## config.mk

```make
export PLATFORM = sky130hd
export DESIGN_NAME = uart_word_ctrl
export DESIGN_NICKNAME = d
export VERILOG_FILES = /design/src/rtl/uart_word_ctrl.sv
export SDC_FILE = /design/constraint.sdc
export NUM_CORES = 1
export LEC_CHECK = 0
export CAP_MARGIN = 5
export CORE_UTILIZATION = 40
export DETAILED_ROUTE_END_ITERATION = 12
export PLACE_DENSITY_LB_ADDON = 0.08
export SLEW_MARGIN = 20
export SYNTH_ARGS = -nofsm -noshare
export SYNTH_HDL_FRONTEND = slang
export SYNTH_SLANG_ARGS = --single-unit
```

## constraint.sdc

```tcl
create_clock -name clk -period 2.86 [get_ports clk]
set_input_delay 0.429 -clock clk [delete_from_list [all_inputs] [get_ports clk]]
set_output_delay 0.429 -clock clk [all_outputs]
set_load 0.05 [all_outputs]
```

## src/rtl/uart_word_ctrl.sv

```systemverilog
// uart_word_ctrl: CPU-side word initiator for the byte-level UART unit.
// Splits one 32-bit request into BYTES little-endian uart_go/uart_done byte
// transactions and assembles the received bytes back into req_rdata.
// Optional feature macro: UART_TIMEOUT_EN (abort a byte wait after TIMEOUT
// cycles and complete the request with err=1).
module uart_word_ctrl #(
  parameter int BYTES   = 4,
  parameter int TIMEOUT = 1000000
) (
  input  logic        clk,
  input  logic        rst,
  input  logic        req,
  input  logic        req_wr,
  input  logic [31:0] req_wdata,
  output logic        req_ack,
  output logic [31:0] req_rdata,
  output logic        busy,
  output logic        err,
  output logic        uart_go,
  output logic        rors,
  output logic [7:0]  txdata,
  input  logic [7:0]  rxdata,
  input  logic        uart_done
);

  typedef enum logic [1:0] {IDLE, ISSUE, WAIT, ACK} state_t;

  localparam logic [1:0] LAST = 2'(BYTES - 1);

  state_t      state_reg;
  logic        wr_q_reg;
  logic [23:0] wbuf_reg;   // bytes still to be sent after the one on txdata
  logic [31:0] rbuf_reg;
  logic [1:0]  cnt_reg;
  logic [31:0] rbuf_next;  // rbuf with the byte arriving this cycle merged in

`ifdef UART_TIMEOUT_EN
  localparam logic [31:0] TLIMIT = 32'(TIMEOUT - 1);
  logic [31:0] tcnt_reg;
`else
  logic [31:0] unused_timeout;
  assign unused_timeout = 32'(TIMEOUT);
  assign err = 1'b0;
`endif

  // Per-lane merge of the received byte into the read buffer (reads only).
  for (genvar gi = 0; gi < 4; gi++) begin : g_lane
    localparam logic [1:0] LANE = 2'(gi);
    assign rbuf_next[8*gi +: 8] = (!wr_q_reg && cnt_reg == LANE) ? rxdata
                                                                 : rbuf_reg[8*gi +: 8];
  end

  assign busy = (state_reg != IDLE);

  // Request sequencer with registered UART-side and core-side outputs.
  always_ff @(posedge clk) begin
    if (rst) begin
      state_reg <= IDLE;
      wr_q_reg  <= 1'b0;
      wbuf_reg  <= '0;
      rbuf_reg  <= '0;
      cnt_reg   <= '0;
      uart_go   <= 1'b0;
      rors      <= 1'b0;
      txdata    <= '0;
      req_ack   <= 1'b0;
      req_rdata <= '0;
`ifdef UART_TIMEOUT_EN
      tcnt_reg  <= '0;
      err       <= 1'b0;
`endif
    end else begin
      uart_go <= 1'b0;
      req_ack <= 1'b0;
      case (state_reg)
        IDLE: begin
          if (req) begin
            wr_q_reg  <= req_wr;
            wbuf_reg  <= req_wdata[31:8];
            rbuf_reg  <= '0;
            cnt_reg   <= '0;
            uart_go   <= 1'b1;
            rors      <= req_wr;
            txdata    <= req_wdata[7:0];
            state_reg <= ISSUE;
`ifdef UART_TIMEOUT_EN
            err       <= 1'b0;
`endif
          end
        end
        ISSUE: begin
          state_reg <= WAIT;
`ifdef UART_TIMEOUT_EN
          tcnt_reg  <= '0;
`endif
        end
        WAIT: begin
          if (uart_done) begin
            rbuf_reg <= rbuf_next;
            if (cnt_reg == LAST) begin
              req_ack   <= 1'b1;
              req_rdata <= rbuf_next;
              state_reg <= ACK;
            end else begin
              cnt_reg   <= cnt_reg + 2'd1;
              wbuf_reg  <= wbuf_reg >> 8;
              txdata    <= wbuf_reg[7:0];
              uart_go   <= 1'b1;
              state_reg <= ISSUE;
            end
          end
`ifdef UART_TIMEOUT_EN
          else if (tcnt_reg == TLIMIT) begin
            // Give up: report what arrived so far, missing bytes stay zero.
            req_ack   <= 1'b1;
            req_rdata <= rbuf_reg;
            err       <= 1'b1;
            state_reg <= ACK;
          end else begin
            tcnt_reg  <= tcnt_reg + 32'd1;
          end
`endif
        end
        ACK: begin
          state_reg <= IDLE;
        end
        default: begin
          state_reg <= IDLE;
        end
      endcase
    end
  end

endmodule

```

; Word-level counts from Yosys, hierarchy flattened
; Index checks and enable logic that the tools add are counted.
[word_totals]
elab_cells = 64
register_bits = 103
inputBits = 45
output_inout_bits = 45
[classes]
n_reduce_logical = 15
bitwise_logic = 2
n_eq_ne = 9
n_mux = 28
add_sub_neg = 1
[ops]
columns = cell, n
row1 = $mux W24, 3
row2 = $mux W32, 2
row3 = $pmux W32 S2, 1
row4 = $mux W8, 7
row5 = $pmux W24 S2, 1
row6 = $pmux W8 S2, 1
row7 = $mux W2, 6
row8 = $eq A2 B2 Y1 const B, 4
row9 = $pmux W2 S4, 1
row10 = $ne A2 B2 Y1 const B, 3
row11 = $reduce_and A3 Y1, 2
row12 = $eq A2 B1 Y1 const B, 2
row13 = $logic_and A1 B1 Y1, 4
row14 = $logic_not A2 Y1, 2
row15 = $mux W1, 4
row16 = $pmux W2 S2, 1
row17 = $reduce_and A2 Y1, 2
row18 = $reduce_and A4 Y1, 1
row19 = $reduce_bool A2 Y1, 2
row20 = $reduce_or A3 Y1, 1
row21 = $add A2 B1 Y2 const B, 1
row22 = $not A1 Y1, 2
row23 = $pmux W1 S2, 1
row24 = $logic_not A1 Y1, 1

; Longest topological paths before layout
; Gate-level depths: netlist (run 1).
[depth]
depth_word = 5
ltp_mapped = 7
depth_no_buf = 5

; Least setup slack after synthesis (run 1)
; No wires, ideal clock.
[synth_path]
path_type = register to register
from = register wr_q_reg
to = register req_rdata[15]
t_arrival_ns = 1.498
setup_ns = 0.088
path_slack_ns = 1.273
path_stages_with_launch = 6
cell_sequence = dfxtp_1 nand2b_1 clkbuf_2 buf_2 nand2_1 a311oi_2
[synth_via]
elab_chain_len = 3
[synth_lines]
columns = element, line
row1 = "start, declared", 31  ; logic wr_q_reg;
row2 = "start signal, assigned", 78  ; wr_q_reg <= req_wr;
row3 = $logic_not A1 Y1, 49  ; assign rbuf_next[8*gi +: 8] = (!wr_q_reg && cnt_reg == LANE) ? rxdata
row4 = $logic_and A1 B1 Y1, 49
row5 = $mux W8, 49
row6 = "end signal, assigned", 102  ; req_rdata <= rbuf_next;
row7 = "end, declared", 16  ; output logic [31:0] req_rdata,
; Every way passes these cells.
; A chain may end at the register's enable or synchronous reset.

; Final worst setup path (run 1)
[layout_path]
from = register state_reg[1]
to = output busy
[layout_via]
elab_chain_len = 1
[layout_lines]
columns = element, line
row1 = "start, declared", 30  ; state_t state_reg;
row2 = "start signal, assigned", 58  ; state_reg <= IDLE;
row3 = "start signal, assigned", 85  ; state_reg <= ISSUE;
row4 = "start signal, assigned", 92  ; state_reg <= WAIT;
row5 = $reduce_bool A2 Y1, 53  ; assign busy = (state_reg != IDLE);
row6 = "end, declared", 17  ; output logic busy,
; Every way passes these cells.

==> results.ini, run 1 <==
[cts]
cts_resized=0
clock_latency_ps=350
clockBufferDepth=2
cts_tree=built
ctsHoldBuffers=0
numCtsBuffers=9
h-tree-depth=3
clock_sink_count=103
cts.clk_slew.worst_paths_ps=70
clockRootBuffer=clkbuf_16
post-cts-setup-buffer-count=0

[placed_design]
dp.cells=802
place_ws_ps=502
numPortBuffers=88
place_congestion=0.730
dp_hpwl_mm=8.18

[flow_run]
cap_violations=0

[cells_and_area]
drive_above_1_share_pct=14.6
nets=691
fillers=1231
antennaDiodeCount=0
stdcell_count=818
area_growth_pct=20.1

[sta]
finalHoldViolCount=0
setup_ws_ps=475
tightestPinTransition_ps=684
post-route-period-util_pct=83.4
holdWs_ps=470
fin_worst_skew_ps=10.1
finalSetupViolations=0
finalMaxSlewViolations=0
finalCriticalPeriod_ps=2390
rsz0062_at_grt=no
maxSlewHeadroom_pct=54.2
fmax_ghz=0.419
setup_tns_ps=0

[grt]
grt_max_degree=103
grt_pass1_vias=4186
grt_pass1_wl_mm=21.9
grt_usage_pct=19.8
grt_overflow=0
antenna_found_initial=0

[synthesis]
synth_cell_type_count=35
syn_inst=600
synth_compound_area_share_pct=18.5
synth_xor_area_share_pct=0
synth_edf_count=0
synth.cell_area_um2=5320
avgSynthCellArea_um2=8.86
synth_top_family_by_area=simple AND/OR/NAND/NOR gates
synthTopCellsByArea=dfxtp_1 39%, nand3_1 10%, a311oi_2 7.9%
synthMuxAreaShare_pct=4.94
synth_fp_nets=650
ys.flop_type=dfxtp_1
synth_common_cells=106 x nand3_1, 103 x dfxtp_1, 76 x nand2_1
synth_fa_ha_area_share_pct=1.18
ys_warn_count=0
ys_seq_area_share_pct=38.8
ys_ff_latch=103
async_reset_ff_share_pct=0
yosys.area_share.simple_pct=27.2
yosysTopAreaCell=dfxtp_1
yosysMostFrequentCell=nand3_1
yosysTopAreaCellShare_pct=38.8

[drt]
drt_iter0_drc=282
drc=0
first_pass_iters=5
finalWirelength_mm=13.5
vias_per_cell=5.35
wl_per_cell_um=16.5
ant_nets=0
num_vias=4379

[pwr]
ir_drop_mv=0.384
switching_share_pct=26.6
switching_power_uw=866
power_density_nw_per_um2=510
seq_power_share_pct=46.6
clkPwrFrac_pct=39.3
power.leakage_nw=2.28
p_int_mw=2.39
power_frac_comb_pct=14.1
report.power.total_mw=3.26

[worst_setup_path]
crit_arrival_ps=1960
crit_path_end_kind=primary output
required_ps=2430
path_class=flip-flop to primary output
cp_max_fo=10
start_kind=flip-flop

[floorplanning]
initial_core_util_pct=41.6
die-area_um2=13800
die_y_um=117
io_pins=90
chipWidth_um=117
fp-row-count=41
core_area_um2=12800

[status]
status=finished clean

[min_path]
hp-class=flip-flop to flip-flop

-- critical path, stage by stage, from the launching register on --
cell             delay (ps)
dfxtp_1                 600
or2_2                   210
clkdlybuf4s50_1         800
-- worst paths after layout --
check | from | end | slack, ps | depth (start not counted)
setup reg to reg | state_reg[0]$_SDFFE_PP0P_ | txdata[0]$_SDFFE_PP0P_ | 930 | 4
setup / recovery | state_reg[1]$_SDFFE_PP0P_ | busy | 470 | 2
hold reg to reg | wbuf_reg[17]$_SDFFE_PP0P_ | wbuf_reg[17]$_SDFFE_PP0P_ | 470 | 2
hold / removal | wbuf_reg[17]$_SDFFE_PP0P_ | wbuf_reg[17]$_SDFFE_PP0P_ | 470 | 2
-- routing by layer --
layer,vias to the layer above,global-route usage (%),wire [um]
met5,-,0,0
met4,0,4.71,85
met3,4,4.57,708
met2,102,30.0,6150
met1,2092,28.1,6580
li1,2181,-,-
-- kinds of logic (layout without fill, tap and decap cells) --
family          count (synthesis)  count (layout)
simple gates                  290             290
mux                            25              25
compound gates                102             102
fa+ha+maj                       5               5
other cells                     1               1
buf+inv                        74             120
flops                         103             103
-- layout by cell type, fill, tap and decap left out, types with 2 or more instances in the layout --
master	instances
nand3_1	106
dfxtp_1	103
clkdlybuf4s50_1	87
nand2_1	76
nor2b_1	35
o21ai_0	32
nor2_1	32
a311oi_2	28
mux2i_1	24
a211oi_2	21
nor3_1	19
a21oi_1	12
buf_4	10
clkbuf_16	9
nand2b_1	6
nor3_2	6
ha_1	5
a311oi_1	4
buf_12	4
inv_1	3
a211oi_1	3
clkinv_2	2
clkbuf_8	2
-- metrics by stage --
step | area [um^2] | util (%)
6_report | 6390 | 50.0
5_1_grt | 6390 | 50.0
4_1_cts | 6390 | 50.0
3_5_place_dp | 6080 | 47.6
3_3_place_gp | 6080 | 47.6
2_1_floorplan | 5320 | -
-- area by class of cell --
cell class / instances / area, um^2 / area share, %
Multi-Input combinational cell: 423 / 2770 / 43.3
Clock inverter: 5 / 56.3 / 0.881
Tap cell: 172 / 215 / 3.37
Sequential cell: 103 / 2060 / 32.3
Timing Repair Buffer: 101 / 1030 / 16.1
Inverter: 3 / 11.3 / 0.176
Clock buffer: 11 / 253 / 3.96
-- power groups by stage --
stage                     registers (mW)  logic [mW]  clock network [mW]
after floorplan                     1.59       0.282                   0
after global placement              1.55       0.456                   0
after detailed placement            1.55       0.461                   0
after CTS                           1.52       0.463                1.32
after global routing                1.52       0.492                1.36
final                               1.52       0.460                1.28
No activity file was read; power rests on OpenSTA's default activity.
==> inputs of run 2 (changes only) <==
==> constraint.sdc (replaced) <==
create_clock -name clk -period 2.1 [get_ports clk]
set_input_delay 0.315 -clock clk [delete_from_list [all_inputs] [get_ports clk]]
set_output_delay 0.315 -clock clk [all_outputs]
set_load 0.05 [all_outputs]
==> results.ini, run 2 (synthesis results as in run 1) <==
[status]
status=finished clean

[sta]
post-route-period-util_pct=88.2
rsz0062_at_grt=no
finalHoldViolCount=0  ; unchanged
fmax_ghz=0.540
setup_tns_ps=0  ; unchanged
fin_worst_skew_ps=5.15  ; -4.91 ps
finalMaxSlewViolations=0  ; unchanged
setup_ws_ps=249  ; -226 ps
holdWs_ps=466  ; -4.30 ps
maxSlewHeadroom_pct=57.8  ; +3.6 points
tightestPinTransition_ps=630  ; -53.2 ps
finalSetupViolations=0  ; unchanged
finalCriticalPeriod_ps=1850

[drt]
vias_per_cell=5.37  ; +0.32%
drt_iter0_drc=312  ; +11%
finalWirelength_mm=13.5  ; -0.40%
num_vias=4420  ; +0.94%
wl_per_cell_um=16.4  ; -1.0%
drc=0  ; unchanged
first_pass_iters=4  ; -1
ant_nets=0  ; unchanged

[placed_design]
numPortBuffers=88  ; unchanged
dp_hpwl_mm=8.55  ; +4.5%
place_congestion=0.747  ; +2.4%
dp.cells=808  ; +0.75%
place_area_um2=6180  ; +1.7%
place_ws_ps=113  ; -390 ps

[floorplanning]
fp-row-count=41  ; unchanged
chipWidth_um=117  ; unchanged
io_pins=90  ; unchanged
initial_core_util_pct=41.6  ; unchanged
core_area_um2=12800  ; unchanged
die_y_um=117  ; unchanged
die-area_um2=13800  ; unchanged

[cells_and_area]
stdcell_count=823  ; +0.61%
nets=697  ; +0.87%
utilization_pct=50.6  ; +0.55 points
drive_above_1_share_pct=15.5  ; +0.96 points
final_area_um2=6460  ; +1.1%
area_growth_pct=21.5
antennaDiodeCount=0  ; unchanged
layout_commonest_cell=nand3_1
final_cell_mix=106 x nand3_1, 103 x dfxtp_1, 85 x clkdlybuf4s50_1, 76 x nand2_1, 34 x nor2b_1

[cts]
cts.clk_slew.worst_paths_ps=70  ; about the same
clock_latency_ps=350  ; about the same
clockRootBuffer=clkbuf_16
post-cts-setup-buffer-count=0  ; unchanged
clock_sink_count=103  ; unchanged
clockBufferDepth=2  ; unchanged
numCtsBuffers=9  ; unchanged
cts_tree=built
h-tree-depth=3  ; unchanged

[worst_setup_path]
critical_path_buf_inv_count=1  ; unchanged
cp_cell_sequence=clkdlybuf4s50_1
r2r-end=req_rdata[16]$_SDFFE_PP0P_
required_ps=1780  ; -650 ps
cp_max_fo=2  ; -8
path_class=flip-flop to primary output
cpPeakStageDelay_ps=820  ; +20 ps
crit_arrival_ps=1540  ; -420 ps
crit_path_end_kind=primary output
ff2ff_path_depth=5  ; +1
timing.rr.start=cnt_reg[1]$_SDFFE_PP0P_
path_delay_family=buffers and inverters
crit_path_top_delay_cell=clkdlybuf4s50_1
rrSetupSlack_ps=410  ; -520 ps
start_kind=flip-flop

[grt]
grt_usage_pct=20.3  ; +0.56 points
grt_max_degree=67  ; -35%
grt_overflow=0  ; unchanged
grt_pass1_vias=4291  ; +2.5%
grt_pass1_wl_mm=22.5  ; +2.8%
antenna_found_initial=0  ; unchanged

[pwr]
switching_power_mw=1.18  ; +36%
power_frac_comb_pct=15.2  ; +1.1 points
ir_drop_mv=0.316  ; -18%
p_int_mw=3.12  ; +31%
power.leakage_nw=2.32  ; +1.4%
seq_power_share_pct=48.1  ; +1.5 points
report.power.total_mw=4.30  ; +32%
power_density_nw_per_um2=665  ; +30%
clkPwrFrac_pct=36.7  ; -2.6 points
switching_share_pct=27.4  ; +0.78 points

[min_path]
hp-class=flip-flop to flip-flop
holdPathEnd=wbuf_reg[20]$_SDFFE_PP0P_
hold_depth=2  ; unchanged
hold_start=wbuf_reg[20]$_SDFFE_PP0P_

[flow_run]
cap_violations=0  ; unchanged

[run 2: changes by cell type in the layout (fill, tap and decap cells not counted)]
cell             previous run  this run
nor2b_1                    35        34
buf_4                      10        12
clkinvlp_4                  1         2
inv_6                       0         1
buf_12                      4         9
dlygate4sd2_1               0         1
nor2b_2                     1         2
clkbuf_8                    2         1
clkdlybuf4s50_1            87        85
clkinv_4                    1         0
bufinv_16                   1         0
[run 2: power by group through the flow]
stage | logic (mW) | clock network [mW] | registers [mW]
after floorplan | 0.385 | 0 | 2.16
after global placement | 0.650 | 0 | 2.11
after detailed placement | 0.653 | 0 | 2.11
after CTS | 0.657 | 1.62 | 2.07
after global routing | 0.702 | 1.70 | 2.08
final | 0.652 | 1.58 | 2.07
[run 2: timing repair]
action,in CTS,in global routing
setup endpoints to repair,1,3
hold buffers,0,0
resized for setup,1,1
[run 2: metal layers]
| metal | GRT usage, % | routed length (um) | up-vias |
|---|---|---|---|
| li1 | - | - | 2193 |
| met1 | 28.7 | 6590 | 2127 |
| met2 | 31.2 | 6210 | 88 |
| met3 | 3.11 | 497 | 12 |
| met4 | 7.22 | 172 | 0 |
| met5 | 0 | 0 | - |
[run 2: area by class of cell]
class,instances,area (um^2)
multi-input cells,423,2770
clock buffers,10,239
fillers,1189,6310
flip-flops and latches,103,2060
well taps,172,215
clock inverters,5,33.8
inverters,3,11.3
repair buffers,107,1130
[run 2: worst max path at each step]
stage | startpoint | endpoint | slack, ps | cells after the start
after global routing | state_reg[0]$_SDFFE_PP0P_ | busy | 180 | 3
after detailed placement | cnt_reg[0]$_SDFFE_PP0P_ | req_rdata[16]$_SDFFE_PP0P_ | 110 | 5
final | req_rdata[2]$_SDFFE_PP0P_ | req_rdata[2] | 250 | 1
after floorplan | wr_q_reg$_SDFFE_PP0P_ | req_rdata[15]$_SDFFE_PP0P_ | 510 | 5
after global placement | cnt_reg[0]$_SDFFE_PP0P_ | req_rdata[17]$_SDFFE_PP0P_ | 180 | 5
after CTS | cnt_reg[0]$_SDFFE_PP0P_ | req_rdata[16]$_SDFFE_PP0P_ | 80 | 5
==> inputs of run 3 (changes only) <==
--- a/config.mk
+++ b/config.mk
@@ -5,7 +5,7 @@
 export SDC_FILE = /design/constraint.sdc
 export NUM_CORES = 1
 export LEC_CHECK = 0
-export CAP_MARGIN = 5
+export CAP_MARGIN = 20
 export CORE_UTILIZATION = 40
 export DETAILED_ROUTE_END_ITERATION = 12
 export PLACE_DENSITY_LB_ADDON = 0.08
==> results of run 3 <==
Final layout, timing and power as in run 2 (identical DEF).
